$ cat src/rtl/ysyx_22050019_lsu_pipe.sv
// ysyx_22050019_lsu_pipe -- execute-to-writeback memory stage.
//
// Takes one execute result per valid/ready handshake. Non-memory ops land in
// the registered writeback slot one cycle later. Loads and stores run a
// request/grant(/response) bus transaction with byte-lane alignment, write
// strobes and sign/zero extension of load data.
//
// Optional feature macro: LSU_MISALIGN_CHK_EN
//   defined   : misaligned load/store is not sent to the bus; it returns a
//               writeback with out_err=1, out_reg_we=0, out_wdata=address.
//   undefined : out_err stays 0; misaligned accesses go to the bus and any
//               strobe/data bits shifted past the bus width are dropped.
//
// Ports:
//   clk, rst_n                      clock, async active-low reset
//   in_valid/in_ready               upstream op handshake
//   in_result, in_store_data        ALU result / address, store source value
//   in_reg_we, in_rd                destination write enable and index
//   in_load, in_store, in_size,
//   in_unsigned                     memory op kind, size (0..3), zero-extend
//   bus_req/bus_gnt                 memory request handshake
//   bus_we, bus_addr, bus_wdata,
//   bus_wstrb                       aligned request fields
//   bus_rvalid, bus_rdata           read response (full aligned word)
//   out_valid/out_ready             writeback handshake
//   out_wdata, out_rd, out_reg_we,
//   out_err                         writeback payload and access-fault flag
//   busy                            a bus transaction is in flight
module ysyx_22050019_lsu_pipe #(
    parameter int XLEN   = 64,
    parameter int STRB   = XLEN / 8,
    parameter int REG_AW = 5
) (
    input  logic              clk,
    input  logic              rst_n,
    input  logic              in_valid,
    output logic              in_ready,
    input  logic [XLEN-1:0]   in_result,
    input  logic [XLEN-1:0]   in_store_data,
    input  logic              in_reg_we,
    input  logic [REG_AW-1:0] in_rd,
    input  logic              in_load,
    input  logic              in_store,
    input  logic [1:0]        in_size,
    input  logic              in_unsigned,
    output logic              bus_req,
    input  logic              bus_gnt,
    output logic              bus_we,
    output logic [XLEN-1:0]   bus_addr,
    output logic [XLEN-1:0]   bus_wdata,
    output logic [STRB-1:0]   bus_wstrb,
    input  logic              bus_rvalid,
    input  logic [XLEN-1:0]   bus_rdata,
    output logic              out_valid,
    input  logic              out_ready,
    output logic [XLEN-1:0]   out_wdata,
    output logic [REG_AW-1:0] out_rd,
    output logic              out_reg_we,
    output logic              out_err,
    output logic              busy
);
    localparam int OFFW = $clog2(STRB);

    typedef enum logic [1:0] {IDLE, REQ, RSP} state_t;

    state_t              r_state;
    logic                r_bus_req;
    logic                r_bus_we;
    logic [XLEN-1:0]     r_bus_addr;
    logic [XLEN-1:0]     r_bus_wdata;
    logic [STRB-1:0]     r_bus_wstrb;
    logic [OFFW-1:0]     r_off;
    logic [1:0]          r_size;
    logic                r_unsigned;
    logic                r_reg_we;
    logic [REG_AW-1:0]   r_rd;
    logic                r_out_valid;
    logic [XLEN-1:0]     r_out_wdata;
    logic [REG_AW-1:0]   r_out_rd;
    logic                r_out_reg_we;
    logic                r_out_err;

    logic                w_acc;
    logic                w_mem;
    logic                w_mis;
    logic [1:0]          w_size;
    logic [OFFW-1:0]     w_off;
    logic [STRB-1:0]     w_mask;
    logic [STRB-1:0]     w_wstrb;
    logic [XLEN-1:0]     w_wdata;
    logic [XLEN-1:0]     w_addr;
    logic [XLEN-1:0]     w_sh;
    logic [XLEN-1:0]     w_top;
    logic [XLEN-1:0]     w_ld;
    logic [7:0]          w_nb;
    logic [7:0]          w_lsh;

    assign in_ready = (r_state == IDLE) && (!r_out_valid || out_ready);
    assign w_acc    = in_valid && in_ready;
    assign w_mem    = in_load || in_store;

    // A 32-bit datapath has no dword access; fold it onto word.
    assign w_size = (XLEN == 32 && in_size == 2'd3) ? 2'd2 : in_size;
    assign w_off  = in_result[OFFW-1:0];
    assign w_addr = {in_result[XLEN-1:OFFW], {OFFW{1'b0}}};

    always_comb begin
        w_mask = '0;
        case (w_size)
            2'd0:    w_mask = STRB'(8'h01);
            2'd1:    w_mask = STRB'(8'h03);
            2'd2:    w_mask = STRB'(8'h0F);
            default: w_mask = STRB'(8'hFF);
        endcase
    end

    // Same-width shifts drop whatever falls off the top lane.
    assign w_wstrb = w_mask << w_off;
    assign w_wdata = in_store_data << {w_off, 3'b000};

`ifdef LSU_MISALIGN_CHK_EN
    logic [2:0] w_amask;
    always_comb begin
        w_amask = 3'd0;
        case (w_size)
            2'd0:    w_amask = 3'd0;
            2'd1:    w_amask = 3'd1;
            2'd2:    w_amask = 3'd3;
            default: w_amask = 3'd7;
        endcase
    end
    assign w_mis = w_mem && |(in_result[2:0] & w_amask);
`else
    assign w_mis = 1'b0;
`endif

    // Load extraction: move the addressed bytes to bit 0, push them to the
    // top of the word, then shift back logically or arithmetically.
    assign w_sh  = bus_rdata >> {r_off, 3'b000};
    assign w_nb  = 8'd8 << r_size;
    assign w_lsh = 8'(XLEN) - w_nb;
    assign w_top = w_sh << w_lsh;
    assign w_ld  = r_unsigned ? (w_top >> w_lsh) : XLEN'($signed(w_top) >>> w_lsh);

    always_ff @(posedge clk or negedge rst_n) begin
        if (!rst_n) begin
            r_state      <= IDLE;
            r_bus_req    <= 1'b0;
            r_bus_we     <= 1'b0;
            r_bus_addr   <= '0;
            r_bus_wdata  <= '0;
            r_bus_wstrb  <= '0;
            r_off        <= '0;
            r_size       <= 2'd0;
            r_unsigned   <= 1'b0;
            r_reg_we     <= 1'b0;
            r_rd         <= '0;
            r_out_valid  <= 1'b0;
            r_out_wdata  <= '0;
            r_out_rd     <= '0;
            r_out_reg_we <= 1'b0;
            r_out_err    <= 1'b0;
        end else begin
            if (r_out_valid && out_ready) r_out_valid <= 1'b0;
            case (r_state)
                IDLE: begin
                    if (w_acc) begin
                        if (w_mem && !w_mis) begin
                            r_state     <= REQ;
                            r_bus_req   <= 1'b1;
                            r_bus_we    <= in_store;
                            r_bus_addr  <= w_addr;
                            r_bus_wdata <= w_wdata;
                            r_bus_wstrb <= w_wstrb;
                            r_off       <= w_off;
                            r_size      <= w_size;
                            r_unsigned  <= in_unsigned;
                            r_reg_we    <= in_reg_we;
                            r_rd        <= in_rd;
                        end else begin
                            // Plain ALU result, or a faulting access that
                            // reports its address instead of data.
                            r_out_valid  <= 1'b1;
                            r_out_wdata  <= in_result;
                            r_out_rd     <= in_rd;
                            r_out_reg_we <= in_reg_we && !w_mis;
                            r_out_err    <= w_mis;
                        end
                    end
                end
                REQ: begin
                    if (bus_gnt) begin
                        r_bus_req <= 1'b0;
                        if (r_bus_we) begin
                            r_state      <= IDLE;
                            r_out_valid  <= 1'b1;
                            r_out_wdata  <= '0;
                            r_out_rd     <= r_rd;
                            r_out_reg_we <= 1'b0;
                            r_out_err    <= 1'b0;
                        end else begin
                            r_state <= RSP;
                        end
                    end
                end
                RSP: begin
                    if (bus_rvalid) begin
                        r_state      <= IDLE;
                        r_out_valid  <= 1'b1;
                        r_out_wdata  <= w_ld;
                        r_out_rd     <= r_rd;
                        r_out_reg_we <= r_reg_we;
                        r_out_err    <= 1'b0;
                    end
                end
                default: r_state <= IDLE;
            endcase
        end
    end

    assign bus_req    = r_bus_req;
    assign bus_we     = r_bus_we;
    assign bus_addr   = r_bus_addr;
    assign bus_wdata  = r_bus_wdata;
    assign bus_wstrb  = r_bus_wstrb;
    assign out_valid  = r_out_valid;
    assign out_wdata  = r_out_wdata;
    assign out_rd     = r_out_rd;
    assign out_reg_we = r_out_reg_we;
    assign out_err    = r_out_err;
    assign busy       = (r_state != IDLE);

endmodule

$ cat config.mk
export PLATFORM = sky130hd
export DESIGN_NAME = ysyx_22050019_lsu_pipe
export DESIGN_NICKNAME = d
export VERILOG_FILES = /design/src/rtl/ysyx_22050019_lsu_pipe.sv
export SDC_FILE = /design/constraint.sdc
export NUM_CORES = 1
export LEC_CHECK = 0
export ABC_AREA = 1
export ABC_CLOCK_PERIOD_IN_PS = 2700
export CAP_MARGIN = 25
export CORE_MARGIN = 2
export CORE_UTILIZATION = 45
export CTS_CLUSTER_SIZE = 14
export DETAILED_ROUTE_END_ITERATION = 12
export GPL_TIMING_DRIVEN = 0
export PLACE_DENSITY = 0.89
export SYNTH_ARGS = -nofsm -noshare
export SYNTH_HDL_FRONTEND = slang
export SYNTH_SLANG_ARGS = --single-unit
$ cat constraint.sdc
create_clock -name clk -period 2.7 [get_ports clk]
set_input_delay 0.54 -clock clk [delete_from_list [all_inputs] [get_ports clk]]
set_output_delay 0.54 -clock clk [all_outputs]
set_load 0.02 [all_outputs]
==> results of run 1 <==
[power by group through the flow]
stage	registers [mW]	clock network [mW]	logic (mW)
6_report	6.01	3.26	17.2
5_1_grt	6.11	3.40	18.3
4_1_cts	5.95	3.26	16.9
3_5_place_dp	5.96	0	16.8
3_3_place_gp	5.92	0	16.4
2_1_floorplan	7.48	0	8.15
[per-stage QoR]
| step | worst slack (ns) | util (%) | power (mW) | hold WS (ns) | std cells |
|---|---|---|---|---|---|
| after floorplan | 0.675 | - | 15.6 | 0.244 | 1872 |
| after global placement | -8.01 | 61.5 | 22.4 | 0.453 | 2676 |
| after detailed placement | -0.114 | 61.6 | 22.7 | 0.464 | 2677 |
| after CTS | 0.0368 | 64.1 | 26.1 | 0.0721 | 2717 |
| after global routing | 0.0228 | 64.2 | 27.8 | 0.107 | 2717 |
| final | 0.174 | 64.2 | 26.4 | 0.0443 | 2717 |
[sequential cells by signal, summed over array words and instances, names as in the netlist]
register / cells
bus_wdata: 64
out_wdata: 64
bus_addr: 61
bus_wstrb: 8
out_rd: 5
r_rd: 5
r_off: 3
r_size: 2
r_state: 2
bus_req: 1
bus_we: 1
out_reg_we: 1
out_valid: 1
r_reg_we: 1
r_unsigned: 1
[logic make-up (layout without fill, tap and decap cells)]
logic type / count (synthesis) / in the layout / share of synthesized area (%)
AOI/OAI and AO/OA: 406 / 406 / 18.9
DFF: 220 / 220 / 40.1
and+or+nand+nor: 958 / 958 / 29.7
muxes: 28 / 28 / 2.04
adders and majority gates: 4 / 4 / 0.364
buffers and inverters: 252 / 707 / 8.88
other: 1 / 4 / 0.0273
[worst min path at each step]
| stage | to | startpoint | depth (start not counted) | slack [ns] |
|---|---|---|---|---|
| floorplan | bus_addr[10] | rst_n | 0 | 0.24 |
| global placement | bus_addr[41] | bus_addr[41] | 2 | 0.45 |
| detailed placement | bus_addr[4] | bus_addr[4] | 2 | 0.46 |
| CTS | bus_addr[57] | rst_n | 1 | 0.07 |
| global route | bus_addr[55] | rst_n | 1 | 0.11 |
| finish | bus_addr[28] | rst_n | 1 | 0.04 |
[cell type report]
| class | count | area (sq um) |
|---|---|---|
| Fill cell | 2507 | 10700 |
| Timing Repair Buffer | 417 | 4190 |
| Sequential cell | 220 | 5510 |
| Inverter | 116 | 443 |
| Tap cell | 390 | 488 |
| Clock buffer | 33 | 633 |
| Multi-Input combinational cell | 1400 | 7030 |
| Clock inverter | 7 | 110 |
| Buffer | 134 | 774 |
[worst register-to-register path, cell delays in order (launching register included)]
cell       delay (ns)
dfrtp_1          0.39
inv_1            0.08
ha_1             0.53
nand2_1          0.24
nor2_2           0.41
clkbuf_1         0.39
nand3_1          0.24
a2bb2oi_2        0.16
[placed cells by master, fill, tap and decap left out, drive strengths merged, types with 7 or more instances in the layout]
cell type	netlist	layout
a31oi	7	7
a21oi	95	95
a221o	9	9
o211ai	36	36
inv	112	113
nand3	167	167
buf	82	86
mux2i	28	28
o221ai	15	15
clkdlybuf4s50	0	411
o21ai	177	177
or2	43	43
nand2	647	647
dfrtp	220	220
clkbuf	54	85
o22ai	8	8
nand4	14	14
a21boi	24	24
nor2	83	83
a2bb2oi	27	27
[timing repair]
| action | 4_1_cts | 5_1_grt |
|---|---|---|
| setup buffers | 0 | 2 |
| resized for setup | 2 | 7 |
| endpoints found under the hold margin | 0 | 0 |
| pin swaps | 0 | 1 |
| setup endpoints to repair | 8 | 53 |
[routing by layer]
metal	track usage (%)	up-vias	share of wire, %
li1	-	7098	-
met1	47.0	7718	36
met2	71.4	1071	48
met3	8.25	290	8.9
met4	26.4	6	7.5
met5	0	-	0.046
==> flow_metrics.py, run 1 <==
metrics = {
    "status": {
        "status": "finished, final reports clean",
    },
    "critical_path": {
        "worstReg2RegStart": "r_state[0]",
        "cp-endpoint": "out_wdata[47]",
        "reg2reg_depth": 7,
        "start_kind": "flop",
        "critPathArrivalTime_ns": 2.99,
        "cp-end-kind": "flop",
        "slowest_stage": "ha_1",
        "critPathBufInv": 2,
        "path_max_fanout": 10,
        "crit_path_max_incr_delay_ns": 0.53,
        "cp-startpoint": "r_state[0]",
        "cp.depth": 7,
        "worstSetupPathType": "reg -> reg",
        "cp_top_family": "simple AND/OR/NAND/NOR gates",
        "cp.required_ns": 3.17,
        "r2r_end": "out_wdata[47]",
        "worstPathCellList": "inv_1 -> ha_1 -> nand2_1 -> nor2_2 -> clkbuf_1 -> nand3_1 -> a2bb2oi_2",
        "rrSetupSlack_ns": 0.17,
    },
    "grt": {
        "antenna_found_initial": 3,
        "grt_usage_pct": 41.5,
        "grt_max_degree": 119,
        "overflow": 0,
        "grt_pass1_wl_microns": 97600,
        "grt_pass1_vias": 16099,
    },
    "timing": {
        "setup_violations": 0,
        "rsz0062_at_grt": "no",
        "skew_ns": 0.0129,
        "maxSlewViolCount": 0,
        "setup_tns_ns": 0,
        "max_freq_mhz": 396,
        "tightest_slew_ns": 0.932,
        "min_period_ns": 2.53,
        "max_slew_margin_pct": 37.9,
        "finalHoldViolations": 0,
        "finalCritPeriodShare_pct": 93.6,
    },
    "yosys": {
        "seq_area_frac_synth_pct": 40.1,
        "synth_top_cell_by_area": "dfrtp_1",
        "yosys-top-cells-area": "dfrtp_1 40%, nand2_1 17%, nand3_1 5.9%",
        "synth.distinct_cells": 51,
        "yosys-top-cells-count": "640 x nand2_1, 220 x dfrtp_1, 163 x nand3_1",
        "synth.avg_cell_area_sq_um": 7.35,
        "synth-seq-cells": 220,
        "yosysTopAreaCellShare_pct": 40.1,
        "synthesis.area_sq_um": 13700,
        "synth_edf_count": 0,
        "yosysWarnings": 0,
        "ys_async_sr_fraction_pct": 100,
        "yosysMostFrequentCell": "nand2_1",
        "postSynthCellCount": 1869,
        "synth_ff_type": "dfrtp_1",
    },
    "clocking": {
        "clk_root_buffer_cell": "clkbuf_16",
        "ctsHoldBuffers": 0,
        "clk_pin_slew_ns": 0.06,
        "cts_tree": "built",
        "clock_latency_ns": 0.55,
        "max-clock-path-buffers": 3,
        "clock-sinks": 220,
        "h-tree-depth": 1,
        "cts_buffers": 23,
    },
    "floorplan": {
        "core_area_sq_um": 29900,
        "num_rows": 63,
        "die-area_sq_um": 32000,
        "fp.dieW_microns": 179,
        "die_y_microns": 179,
        "io_pins": 421,
        "initial_core_util_pct": 46.0,
    },
    "pwr": {
        "swShare_pct": 49.8,
        "internal-power_mw": 13.3,
        "clockPowerShare_pct": 12.3,
        "p_per_area_nw_per_um2": 1380,
        "power_frac_comb_pct": 64.9,
        "power_leakage_nw": 8.84,
        "p_seq_share_pct": 22.7,
        "p_sw_mw": 13.2,
        "peakVddDrop_mv": 0.773,
    },
    "drt": {
        "drt_iter0_drc": 1603,
        "via_per_inst": 5.96,
        "firstDrtPassIters": 6,
        "vias": 16183,
        "drt_wl_total_microns": 67700,
        "drc": 0,
        "wl_per_cell_microns": 24.9,
        "drt.antenna.violating_nets": 0,
    },
    "finish": {
        "num_antenna_cells": 0,
        "drive_above_1_share_pct": 9.45,
        "syn_to_final_growth_pct": 39.5,
        "nNetsFinal": 2525,
        "final_area_sq_um": 19200,
    },
    "flow_run": {
        "cap_violations": 0,
    },
    "place": {
        "dpl-instance-area_sq_um": 18400,
        "dp_hpwl_microns": 52900,
        "place_congestion": 0.991,
        "io_buffers": 414,
    },
    "worst_hold_path": {
        "hp-class": "in -> async",
    },
}
No activity file was read; power rests on OpenSTA's default activity.
==> run 2: changes to the inputs <==
- HOLD_SLACK_MARGIN: unset -> 0.08
==> run 2 against run 1 <==
  * Sequential power about the same
  * Die area unchanged
  * Sequential share of layout area about the same
  * Global-route usage up 0.49 points
  * Critical path depth up 5
  * First-iteration DRC count up 2.7%
  * Register-to-register slack worse by 0.05 ns
  * Wire length up 0.71%
  * Cell area about the same
  * Setup slack worse by 0.054 ns
  * Maximum frequency down 2.1%
  * Critical path type unchanged
  * Critical endpoint is now bus_addr[62]
  * Highest routed layer unchanged
==> flow_metrics.py, run 2 (same netlist as run 1, synthesis figures left out) <==
metrics = {
    "floorplan": {
        "die_y_microns": 179,
        "io_pins": 421,
        "fp.dieW_microns": 179,
        "die-area_sq_um": 32000,
        "num_rows": 63,
        "initial_core_util_pct": 46.0,
        "core_area_sq_um": 29900,
    },
    "timing": {
        "max_freq_mhz": 388,
        "finalCritPeriodShare_pct": 95.5,
        "max_slew_margin_pct": 37.2,
        "worst_hold_slack_ns": 0.479,
        "maxSlewViolCount": 0,
        "min_period_ns": 2.58,
        "rsz0062_at_grt": "no",
        "finalHoldViolations": 0,
        "skew_ns": 0.0154,
        "setup_tns_ns": 0,
        "tightest_slew_ns": 0.942,
        "setup_violations": 0,
    },
    "grt": {
        "grt_max_degree": 119,
        "met1_usage_pct": 47.3,
        "antenna_found_initial": 4,
        "grt_pass1_wl_microns": 98600,
        "overflow": 0,
        "grt-busiest-layer": "met2",
        "grt_usage_pct": 42.0,
        "met3_usage_pct": 9.61,
        "use_met2_pct": 71.7,
        "grt_pass1_vias": 16161,
    },
    "finish": {
        "layout_commonest_cell": "nand2_1",
        "final_cell_mix": "640 x nand2_1, 411 x clkdlybuf4s50_1, 220 x dfrtp_1, 163 x nand3_1, 153 x o21ai_0",
        "num_antenna_cells": 0,
        "drive_above_1_share_pct": 9.41,
        "final_area_sq_um": 19200,
        "nNetsFinal": 2526,
        "syn_to_final_growth_pct": 39.6,
    },
    "drt": {
        "wl_per_cell_microns": 25.1,
        "drc": 0,
        "via_per_inst": 5.97,
        "firstDrtPassIters": 6,
        "drt_wl_total_microns": 68100,
        "drt_iter0_drc": 1646,
        "vias": 16227,
        "drt.antenna.violating_nets": 0,
    },
    "place": {
        "dpl-instance-area_sq_um": 18400,
        "dp_hpwl_microns": 52900,
        "io_buffers": 414,
        "place_congestion": 0.991,
    },
    "worst_hold_path": {
        "worstHoldStart": "bus_addr[4]",
        "hp-class": "reg -> reg",
        "hold_end": "bus_addr[4]",
        "worstHoldPathCells": 2,
    },
    "clocking": {
        "clk_pin_slew_ns": 0.06,
        "h-tree-depth": 1,
        "clk_root_buffer_cell": "clkbuf_16",
        "clock-sinks": 220,
        "clock_latency_ns": 0.55,
        "cts_buffers": 23,
        "cts_tree": "built",
        "max-clock-path-buffers": 3,
    },
    "pwr": {
        "peakVddDrop_mv": 0.774,
        "p_per_area_nw_per_um2": 1380,
        "power_frac_comb_pct": 64.9,
        "swShare_pct": 49.9,
        "power_leakage_nw": 8.84,
        "internal-power_mw": 13.3,
        "p_sw_mw": 13.2,
        "p_seq_share_pct": 22.7,
        "clockPowerShare_pct": 12.4,
    },
    "critical_path": {
        "cp-end-kind": "flop",
        "start_kind": "flop",
        "rrSetupSlack_ns": 0.12,
        "worstSetupPathType": "reg -> reg",
        "r2r_end": "bus_addr[62]",
        "cp.required_ns": 3.19,
        "critPathArrivalTime_ns": 3.07,
        "worstReg2RegStart": "r_state[0]",
        "reg2reg_depth": 12,
        "path_max_fanout": 10,
    },
    "status": {
        "status": "finished, final reports clean",
    },
    "flow_run": {
        "cap_violations": 0,
    },
}
run 2: changes by cell type in the layout (fill, tap and decap cells not counted):
cell           delta
clkbuf_1          +1
clkbuf_2          -1
dlygate4sd3_1     +1
run 2: power by group through the flow:
stage	combinational [mW]	clock, mW	sequential, mW
after CTS	16.9	3.26	5.95
after floorplan	8.15	0	7.48
final	17.2	3.27	6.01
after global routing	18.4	3.42	6.10
after detailed placement	16.8	0	5.96
after global placement	16.4	0	5.92
run 2: cell type report:
| type | count | area, sq um |
|---|---|---|
| Buffer | 134 | 773 |
| Clock buffer | 33 | 633 |
| Clock inverter | 7 | 110 |
| Fill cell | 2507 | 10700 |
| Inverter | 116 | 443 |
| Multi-Input combinational cell | 1400 | 7030 |
| Sequential cell | 220 | 5510 |
| Tap cell | 390 | 488 |
| Timing Repair Buffer | 418 | 4200 |
run 2: layer usage:
layer	up-vias	share of wire (%)
met3	289	9.8
li1	7088	-
met5	-	0.045
met2	1098	48
met4	6	7.5
met1	7746	35
run 2: metrics by stage:
step / std cells / power (mW) / utilization, % / setup WS, ns
global placement: 2676 / 22.4 / 61.5 / -8.01
global route: 2718 / 27.9 / 64.2 / 0.00225
detailed placement: 2677 / 22.7 / 61.6 / -0.114
finish: 2718 / 26.5 / 64.2 / 0.120
floorplan: 1872 / 15.6 / - / 0.675
CTS: 2718 / 26.1 / 64.2 / 0.0368
run 2: what timing repair did:
item                                    4_1_cts  5_1_grt
endpoints found under the setup margin        8       57
hold buffers                                  1        0
resized for setup                             2        5
pin swaps                                     0        1
buffers inserted                              0        2
hold endpoints to repair                     23        0
run 2: how the worst max path moves through the flow:
stage	slack [ns]	startpoint	cells after the start	endpoint
after global placement	-8.01	rst_n	1	r_state[1]
final	0.12	r_state[0]	12	bus_addr[62]
after global routing	0.002	r_state[0]	12	bus_addr[62]
after CTS	0.04	r_state[0]	10	out_wdata[10]
after floorplan	0.68	r_state[0]	10	bus_wdata[44]
after detailed placement	-0.11	in_store	9	bus_addr[54]
run 2: worst max-delay path, stage by stage, from the launching register on:
cell and delay [ns]:
dfrtp_1 0.39, inv_1 0.08, ha_1 0.26, inv_2 0.14, nor2_4 0.06, nand2_4 0.09, nor2_8 0.06, inv_2 0.09
buf_6 0.14, buf_2 0.48, clkbuf_1 0.48, nand2_1 0.16, nand2_1 0.10
